**src/rtl/hazard_ctrl.sv**
```systemverilog
// Hazard and sequencing controller for the five-stage pipeline.
// Tracks X/M/W destinations and drives stalls, squashes and forwarding.
module hazard_ctrl #(
    parameter int RF_IDX_WIDTH = 5,
    parameter int CNT_WIDTH    = 16
) (
    input  logic                    clk,
    input  logic                    rst_n,
    input  logic                    d_vld,
    input  logic [RF_IDX_WIDTH-1:0] d_rs1,
    input  logic [RF_IDX_WIDTH-1:0] d_rs2,
    input  logic                    d_rs1_used,
    input  logic                    d_rs2_used,
    input  logic [RF_IDX_WIDTH-1:0] d_rd,
    input  logic                    d_wr_en,
    input  logic                    d_is_load,
    input  logic                    x_redirect,
    input  logic                    imem_rsp_vld,
    input  logic                    dmem_wait,
    output logic                    f_en,
    output logic                    d_en,
    output logic                    d_squash,
    output logic                    x_bubble,
    output logic [1:0]              fwd_sel_rs1,
    output logic [1:0]              fwd_sel_rs2,
    output logic [CNT_WIDTH-1:0]    stall_cycles
);

    typedef struct packed {
        logic                    vld;
        logic                    wr_en;
        logic                    is_load;
        logic [RF_IDX_WIDTH-1:0] rd;
    } sb_t;

    typedef enum logic [2:0] {
        MODE_NORM,
        MODE_GAP,
        MODE_LDU,
        MODE_REDIR,
        MODE_MEM
    } mode_t;

    sb_t   x_q, m_q, w_q;
    sb_t   x_d, m_d, w_d;
    mode_t mode;
    logic  load_use;
    logic  stall_evt;

    function automatic logic hit(sb_t e, logic [RF_IDX_WIDTH-1:0] rs);
        return e.vld & e.wr_en & (e.rd == rs) & (rs != '0);
    endfunction

    // Load data is not ready in X, so an X load never forwards.
    function automatic logic [1:0] fsel(sb_t x, sb_t m, sb_t w,
                                        logic [RF_IDX_WIDTH-1:0] rs);
        if (hit(x, rs) && !x.is_load) return 2'd1;
        else if (hit(m, rs))          return 2'd2;
        else if (hit(w, rs))          return 2'd3;
        else                          return 2'd0;
    endfunction

    assign load_use = d_vld & x_q.is_load &
                      ((d_rs1_used & hit(x_q, d_rs1)) |
                       (d_rs2_used & hit(x_q, d_rs2)));

    always_comb begin
        mode = MODE_NORM;
        priority case (1'b1)
            dmem_wait:     mode = MODE_MEM;
            x_redirect:    mode = MODE_REDIR;
            load_use:      mode = MODE_LDU;
            !imem_rsp_vld: mode = MODE_GAP;
            default:       mode = MODE_NORM;
        endcase
    end

    always_ff @(posedge clk or negedge rst_n) begin
        if (!rst_n) begin
            x_q          <= '0;
            m_q          <= '0;
            w_q          <= '0;
            stall_cycles <= '0;
        end else begin
            x_q <= x_d;
            m_q <= m_d;
            w_q <= w_d;
            if (stall_evt && stall_cycles != '1)
                stall_cycles <= stall_cycles + CNT_WIDTH'(1);
        end
    end

    always_comb begin
        x_d = x_q;
        m_d = m_q;
        w_d = w_q;
        unique case (mode)
            MODE_MEM: begin
                w_d = '0;
            end
            MODE_REDIR, MODE_LDU: begin
                x_d = '0;
                m_d = x_q;
                w_d = m_q;
            end
            default: begin
                x_d = '{vld: d_vld, wr_en: d_wr_en,
                        is_load: d_is_load, rd: d_rd};
                m_d = x_q;
                w_d = m_q;
            end
        endcase
    end

    always_comb begin
        f_en        = 1'b1;
        d_en        = 1'b1;
        d_squash    = 1'b0;
        x_bubble    = 1'b0;
        fwd_sel_rs1 = fsel(x_q, m_q, w_q, d_rs1);
        fwd_sel_rs2 = fsel(x_q, m_q, w_q, d_rs2);
        unique case (mode)
            MODE_MEM: begin
                f_en = 1'b0;
                d_en = 1'b0;
            end
            MODE_REDIR: begin
                d_squash = 1'b1;
                x_bubble = 1'b1;
            end
            MODE_LDU: begin
                f_en     = 1'b0;
                d_en     = 1'b0;
                x_bubble = 1'b1;
            end
            MODE_GAP: begin
                f_en     = 1'b0;
                d_squash = 1'b1;
            end
            default: begin
                f_en = 1'b1;
            end
        endcase
        // Inputs may still toggle in reset; present a quiet pipeline.
        if (!rst_n) begin
            f_en        = 1'b1;
            d_en        = 1'b1;
            d_squash    = 1'b0;
            x_bubble    = 1'b0;
            fwd_sel_rs1 = 2'd0;
            fwd_sel_rs2 = 2'd0;
        end
    end

    assign stall_evt = !d_en | x_bubble;

endmodule

```
**config.mk**
```make
export PLATFORM = sky130hd
export DESIGN_NAME = hazard_ctrl
export DESIGN_NICKNAME = d
export VERILOG_FILES = /design/src/rtl/hazard_ctrl.sv
export SDC_FILE = /design/constraint.sdc
export NUM_CORES = 1
export LEC_CHECK = 0
export CORE_AREA = 4 4 92 59
export DETAILED_ROUTE_END_ITERATION = 12
export DIE_AREA = 0 0 96 63
export GPL_ROUTABILITY_DRIVEN = 0
export PLACE_DENSITY = 0.72
export SETUP_SLACK_MARGIN = 0.05
export SYNTH_ARGS = -nofsm -noshare
export SYNTH_HDL_FRONTEND = slang
export SYNTH_SLANG_ARGS = --single-unit
```
**constraint.sdc**
```tcl
create_clock -name clk -period 2.65 [get_ports clk]
set_input_delay 0.795 -clock clk [delete_from_list [all_inputs] [get_ports clk]]
set_output_delay 0.795 -clock clk [all_outputs]
set_load 0.005 [all_outputs]
```
Word-level counts from Yosys, hierarchy flattened
Cells that the tools add are included.
{"block": "word_totals", "out_inout_bits": 24, "mem_bits_rw": 0, "inputBits": 25, "romBits": 0, "latchBits": 0, "n_memories": 0, "wordCells": 78, "ff_bits": 39}
{"block": "classes", "n_addsub": 1, "n_mux": 22, "multipliers": 0, "bitwise": 21, "div": 0, "reduce_logical": 11, "shifts": 0, "n_eq_ne": 11, "n_lt_le_gt_ge": 0}
{"cell": "5-bit == test", "n": 6}
{"cell": "2-bit 2-to-1 mux", "n": 10}
{"cell": "1-bit AND", "n": 19}
{"cell": "16-bit by 1-bit adder with 16-bit output, second input constant", "n": 1}
{"cell": "16-bit != test, second input constant", "n": 1}
{"cell": "8-bit one-hot mux with 2 select lines", "n": 1}
{"cell": "5-bit nonzero test", "n": 2}
{"cell": "1-bit 2-to-1 mux", "n": 9}
{"cell": "8-bit 2-to-1 mux", "n": 1}
{"cell": "3-bit by 2-bit == test with 1-bit output, second input constant", "n": 2}
{"cell": "2-bit OR reduction", "n": 3}
{"cell": "3-bit by 1-bit == test with 1-bit output, second input constant", "n": 1}
{"cell": "3-bit == test, second input constant", "n": 1}
{"cell": "1-bit logical AND", "n": 3}
{"cell": "3-bit 2-to-1 mux", "n": 1}
{"cell": "3-bit OR reduction", "n": 1}
{"cell": "1-bit zero test", "n": 2}
{"cell": "1-bit OR", "n": 2}

Logic depth before layout (Yosys ltp)
{"block": "logic_depth", "depth_word": 16, "depth_mapped": 8, "ltp_nobuf": 7}

Least setup slack after synthesis
OpenSTA, ideal clock, no wires.
{"block": "synth_timing", "path_type": "input-to-output", "from": "in d_rs2[2]", "to": "out f_en", "n_path_buf": 0, "slack_ps": 157, "arrival_time_ps": 1698, "stages": 6, "required_ps": 1855, "path_cell_list": "xor2_1 nor3_2 nand4_1 a21o_1 a21oi_1 o21ai_0"}
{"block": "synth_via", "elab_chain_len": 13}
{"item": "from (decl)", "line": "11", "text": "input logic [RF_IDX_WIDTH-1:0] d_rs2,"}
{"item": "5-bit == test", "line": "51", "text": "return e.vld & e.wr_en & (e.rd == rs) & (rs != '0);"}
{"item": "1-bit AND", "line": "51"}
{"item": "1-bit AND *", "line": "51"}
{"item": "1-bit AND *", "line": "65", "text": "(d_rs2_used & hit(x_q, d_rs2)));"}
{"item": "1-bit OR *", "line": "64", "text": "((d_rs1_used & hit(x_q, d_rs1)) |"}
{"item": "1-bit AND *", "line": "63", "text": "assign load_use = d_vld & x_q.is_load &"}
{"item": "2-bit 2-to-1 mux * (2 in a row)", "line": "69", "text": "priority case (1'b1)"}
{"item": "3-bit 2-to-1 mux *", "line": "69"}
{"item": "3-bit by 2-bit == test with 1-bit output, or another cell as far along", "line": "122", "text": "unique case (mode)"}
{"item": "3-bit OR reduction (no source line) *"}
{"item": "1-bit 2-to-1 mux *", "line": "122"}
{"item": "1-bit 2-to-1 mux *", "line": "145", "text": "if (!rst_n) begin"}
{"item": "to (decl)", "line": "20", "text": "output logic f_en,"}
Every way passes the cells marked *; elsewhere a longest branch is shown, timed or not.

Final worst setup path
{"block": "layout_timing", "from": "in d_rs1[1]", "to": "out fwd_sel_rs1[1]"}
{"block": "layout_via", "elab_chain_len": 7}
{"item": "from (decl)", "line": "10", "text": "input logic [RF_IDX_WIDTH-1:0] d_rs1,"}
{"item": "5-bit == test", "line": "51"}
{"item": "1-bit AND (2 in a row)", "line": "51"}
{"item": "2-bit 2-to-1 mux", "line": "59", "text": "else if (hit(w, rs)) return 2'd3;"}
{"item": "2-bit 2-to-1 mux", "line": "58", "text": "else if (hit(m, rs)) return 2'd2;"}
{"item": "2-bit 2-to-1 mux *", "line": "57", "text": "if (hit(x, rs) && !x.is_load) return 2'd1;"}
{"item": "2-bit 2-to-1 mux *", "line": "145"}
{"item": "to (decl)", "line": "24", "text": "output logic [1:0] fwd_sel_rs1,"}
Marks and branches as above.

==> results by group <==
Logic synthesis
  – Count of yosys warnings during synthesis: 0
  – Synthesized-area fraction occupied by adder cells: 0.620%
  – Synth Area in Simple Gates: around a fifth
  – Post-synthesis compound-gate area fraction: 7.50%
  – Syn Inst Count: just under 200
  – Mapped Area: 2020 µm²
  – Post-synthesis mux area share: 4.46%
  – Yosys reg bits: 38
  – Seq/Total Area, Yosys: between 40% and 50%
  – Avg Cell Area, Syn: 10.4 µm²
  – Syn nets: 220
  – Largest family of logic cells by synthesized area: XOR/XNOR gates
  – Synth Area in XOR/XNOR: between 10% and 20%
  – Netlist cell types: 27

Critical path
  – Critical Path, Cell by Cell: buf_8 > buf_6 > xor2_1 > nor4_2 > nand4_1 > buf_4 > a211oi_4 > buf_2
  – CP max stage delay: 0.24 ns
  – Critical Setup Path Class: in2out
  – Crit path DAT: 2.09 ns
  – CP required: 1.86 ns
  – CP Max Fanout: 3
  – Worst Setup Start Kind: primary input
  – CP max stage cell: a211oi_4
  – Crit end category: primary output

Pwr
  – Switching Power: 471 µW
  – P_leak: 1.37 nW
  – Switch share: about 30%
  – Power Density: just over 500 nW/µm²
  – Clk pwr share: 25.1%
  – VDD IR-drop max: about 280 µV
  – Reg power frac: 46.9%
  – P_int: 1.14 mW
  – Comb power frac: 28.0%

Detailed routing
  – Vias per cell: 5.21
  – Routed wire length: 5730 µm
  – DRC: 0
  – Post-route ant nets: 0
  – Mean routed wirelength per cell: 16.3 µm
  – DR vias: 1834
  – DRT Pass-1 Iters: 4
  – Violation count after the first detailed-routing iteration: 103

Clocking
  – Clock Sinks: 38
  – Clk buf depth: 2
  – CTS tree: built
  – Post-CTS Hold Fix Bufs: 0
  – Clock transition at the registers of the reported paths: 0.07 ns
  – Clk_lat worst skew: 0.28 ns
  – TritonCTS Buffers: 5
  – Root Driver: clkbuf_8
  – H-tree levels: 2

STA
  – Clock skew: 0.00462 ns
  – Final Hold Viols: 0
  – Fmax: 0.346 GHz
  – Slew Viols, Final: 0
  – Slack of the critical path: -0.237 ns
  – Endpoints failing setup: 8
  – Slew @ Worst Pin: approximately 0.91 ns
  – RSZ-0062 raised after global routing: true
  – Post-route clock period utilization: 109%
  – Min Tclk post-route: 2.89 ns
  – Slew headroom: 39.0%

Cells and area
  – Most frequent cells in the layout: dfrtp_1 (38), buf_4 (36), clkdlybuf4s50_1 (27)
  – Layout Area Growth over Synthesis: 54.3%
  – N_diodes: 0
  – Share of cells above drive strength 1: 36.3%
  – Layout Nets: 314
  – Filler cells: 334
  – Commonest non-fill, non-tap cell in the layout: dfrtp_1
  – Post-route insts no fill: ~350

Placed design
  – IO Port Bufs: 48
  – DP Wirelength: around 4100 µm
  – Placed Cells: 334
  – Dpl ws: -1.11 ns

GRT
  – Global Route Usage Sum: about a fifth
  – First-pass GRT wire length: 9180 µm
  – Number of global-route vias before repair: 1857
  – Antenna violations before repair: 0
  – Total gr overflow: 0
  – Largest net degree at the start of global routing: 30

Run status
  – Failing checks: setup timing
  – Status: complete, but fails checks

Floorplanning
  – Ports: 49
  – Die ar.: 6050 µm²
  – Core area: between 4000 and 5000 µm²
  – Die height: around 63 µm
  – FP Rows: 19
  – Starting density of the core: about 44%
  – Die width: 96 µm

Hold path
  – HP Class: reg2reg

Flow run
  – Total of max-cap violations: 0
==> metrics by stage <==
stage / utilization (%) / total power [mW] / cell area (µm²) / hold slack, ns / setup TNS, ns
2_1_floorplan: - / 0.925 / 2020 / 0.480 / 0
3_3_place_gp: 61.6 / 1.17 / 2800 / 0.486 / -12.49
3_5_place_dp: 61.6 / 1.18 / 2800 / 0.488 / -13.08
4_1_cts: 66.0 / 1.61 / 3000 / 0.499 / -1.49
5_1_grt: 68.6 / 1.71 / 3120 / 0.519 / -1.98
6_report: 68.6 / 1.61 / 3120 / 0.494 / -1.32
==> flip-flops by register name, summed over array words and instances, names as in the netlist <==
register / flops
m_q: 7
stall_cycles: 16
w_q: 7
x_q: 8
==> area by class of cell <==
| type | count | area [µm²] | area share, % |
|---|---|---|---|
| Multi-Input combinational cell | 150 | 1190 | 38.3 |
| Sequential cell | 38 | 951 | 30.5 |
| Timing Repair Buffer | 91 | 793 | 25.5 |
| Clock buffer | 7 | 86.3 | 2.77 |
| Tap cell | 63 | 78.8 | 2.53 |
| Inverter | 2 | 7.51 | 0.241 |
| Clock inverter | 1 | 5.00 | 0.161 |
==> metal layers <==
metal	vias to the layer above	track usage (%)	part of all wire [%]
li1	867	-	-
met1	885	31.3	49
met2	71	25.8	41
met3	11	4.21	7.6
met4	0	6.74	1.9
met5	-	0	0
==> worst max-delay path, delay by kind of cell <==
kind / cells / cell delay [ns]
and+or+nand+nor: 2 / 0.34
AOI/OAI and AO/OA: 1 / 0.24
xor gates and xnor gates: 1 / 0.16
buffers and inverters: 4 / 0.54
==> power by group through the flow <==
stage | combinational (mW) | clock [mW] | sequential [mW]
after floorplan | 0.176 | 0 | 0.748
after global placement | 0.405 | 0 | 0.763
after detailed placement | 0.414 | 0 | 0.763
after CTS | 0.433 | 0.420 | 0.753
after global routing | 0.493 | 0.443 | 0.770
final | 0.452 | 0.405 | 0.757
==> synthesized netlist by cell type <==
cell type | count | area [µm²]
a211oi_1 | 1 | 7.51
a21o_1 | 1 | 7.51
a21oi_1 | 4 | 20.0
a21oi_4 | 1 | 16.3
a22o_1 | 7 | 61.3
a22o_2 | 1 | 10.0
a41o_1 | 1 | 10.0
a41oi_1 | 1 | 8.76
and3_1 | 4 | 25.0
buf_6 | 1 | 11.3
clkbuf_1 | 3 | 11.3
dfrtp_1 | 38 | 951
ha_1 | 1 | 12.5
inv_1 | 2 | 7.51
mux2_2 | 8 | 90.1
nand2_1 | 14 | 52.6
nand3_1 | 11 | 55.1
nand4_1 | 11 | 68.8
nand4b_1 | 1 | 8.76
nor2_1 | 16 | 60.1
nor2b_1 | 7 | 43.8
nor3_1 | 7 | 35.0
nor3_2 | 1 | 10.0
nor4_1 | 5 | 31.3
o21ai_0 | 2 | 10.0
xnor2_1 | 21 | 184
xor2_1 | 24 | 210
==> logic make-up (layout without fill, tap and decap cells) <==
family | count (synthesis) | in the layout
and+or+nand+nor | 77 | 77
DFF | 38 | 38
AOI/OAI and AO/OA | 19 | 19
muxes | 8 | 8
adders and majority gates | 1 | 1
buffers and inverters | 6 | 101
xor gates and xnor gates | 45 | 45
==> path summary, 6_finish.rpt <==
kind                                 start               to  slack, ns  depth (start not counted)
min                        stall_cycles[5]  stall_cycles[5]       0.49                          1
max reg2reg                         x_q[4]  stall_cycles[4]       0.18                         11
max in group asynchronous            rst_n           w_q[3]       1.69                          3
max                               d_rs1[1]   fwd_sel_rs1[1]      -0.24                          8
min reg2reg                stall_cycles[5]  stall_cycles[5]       0.49                          1
min in group asynchronous            rst_n           x_q[5]       0.59                          3
==> timing repair <==
item | 4_1_cts | 5_1_grt
resized for setup | 103 | 26
pin swaps | 35 | 23
buffers inserted | 12 | 2
cloned | 0 | 0
endpoints found under the hold margin | 0 | 0
setup endpoints to repair | 16 | 8
No activity file was read; power rests on OpenSTA's default activity.
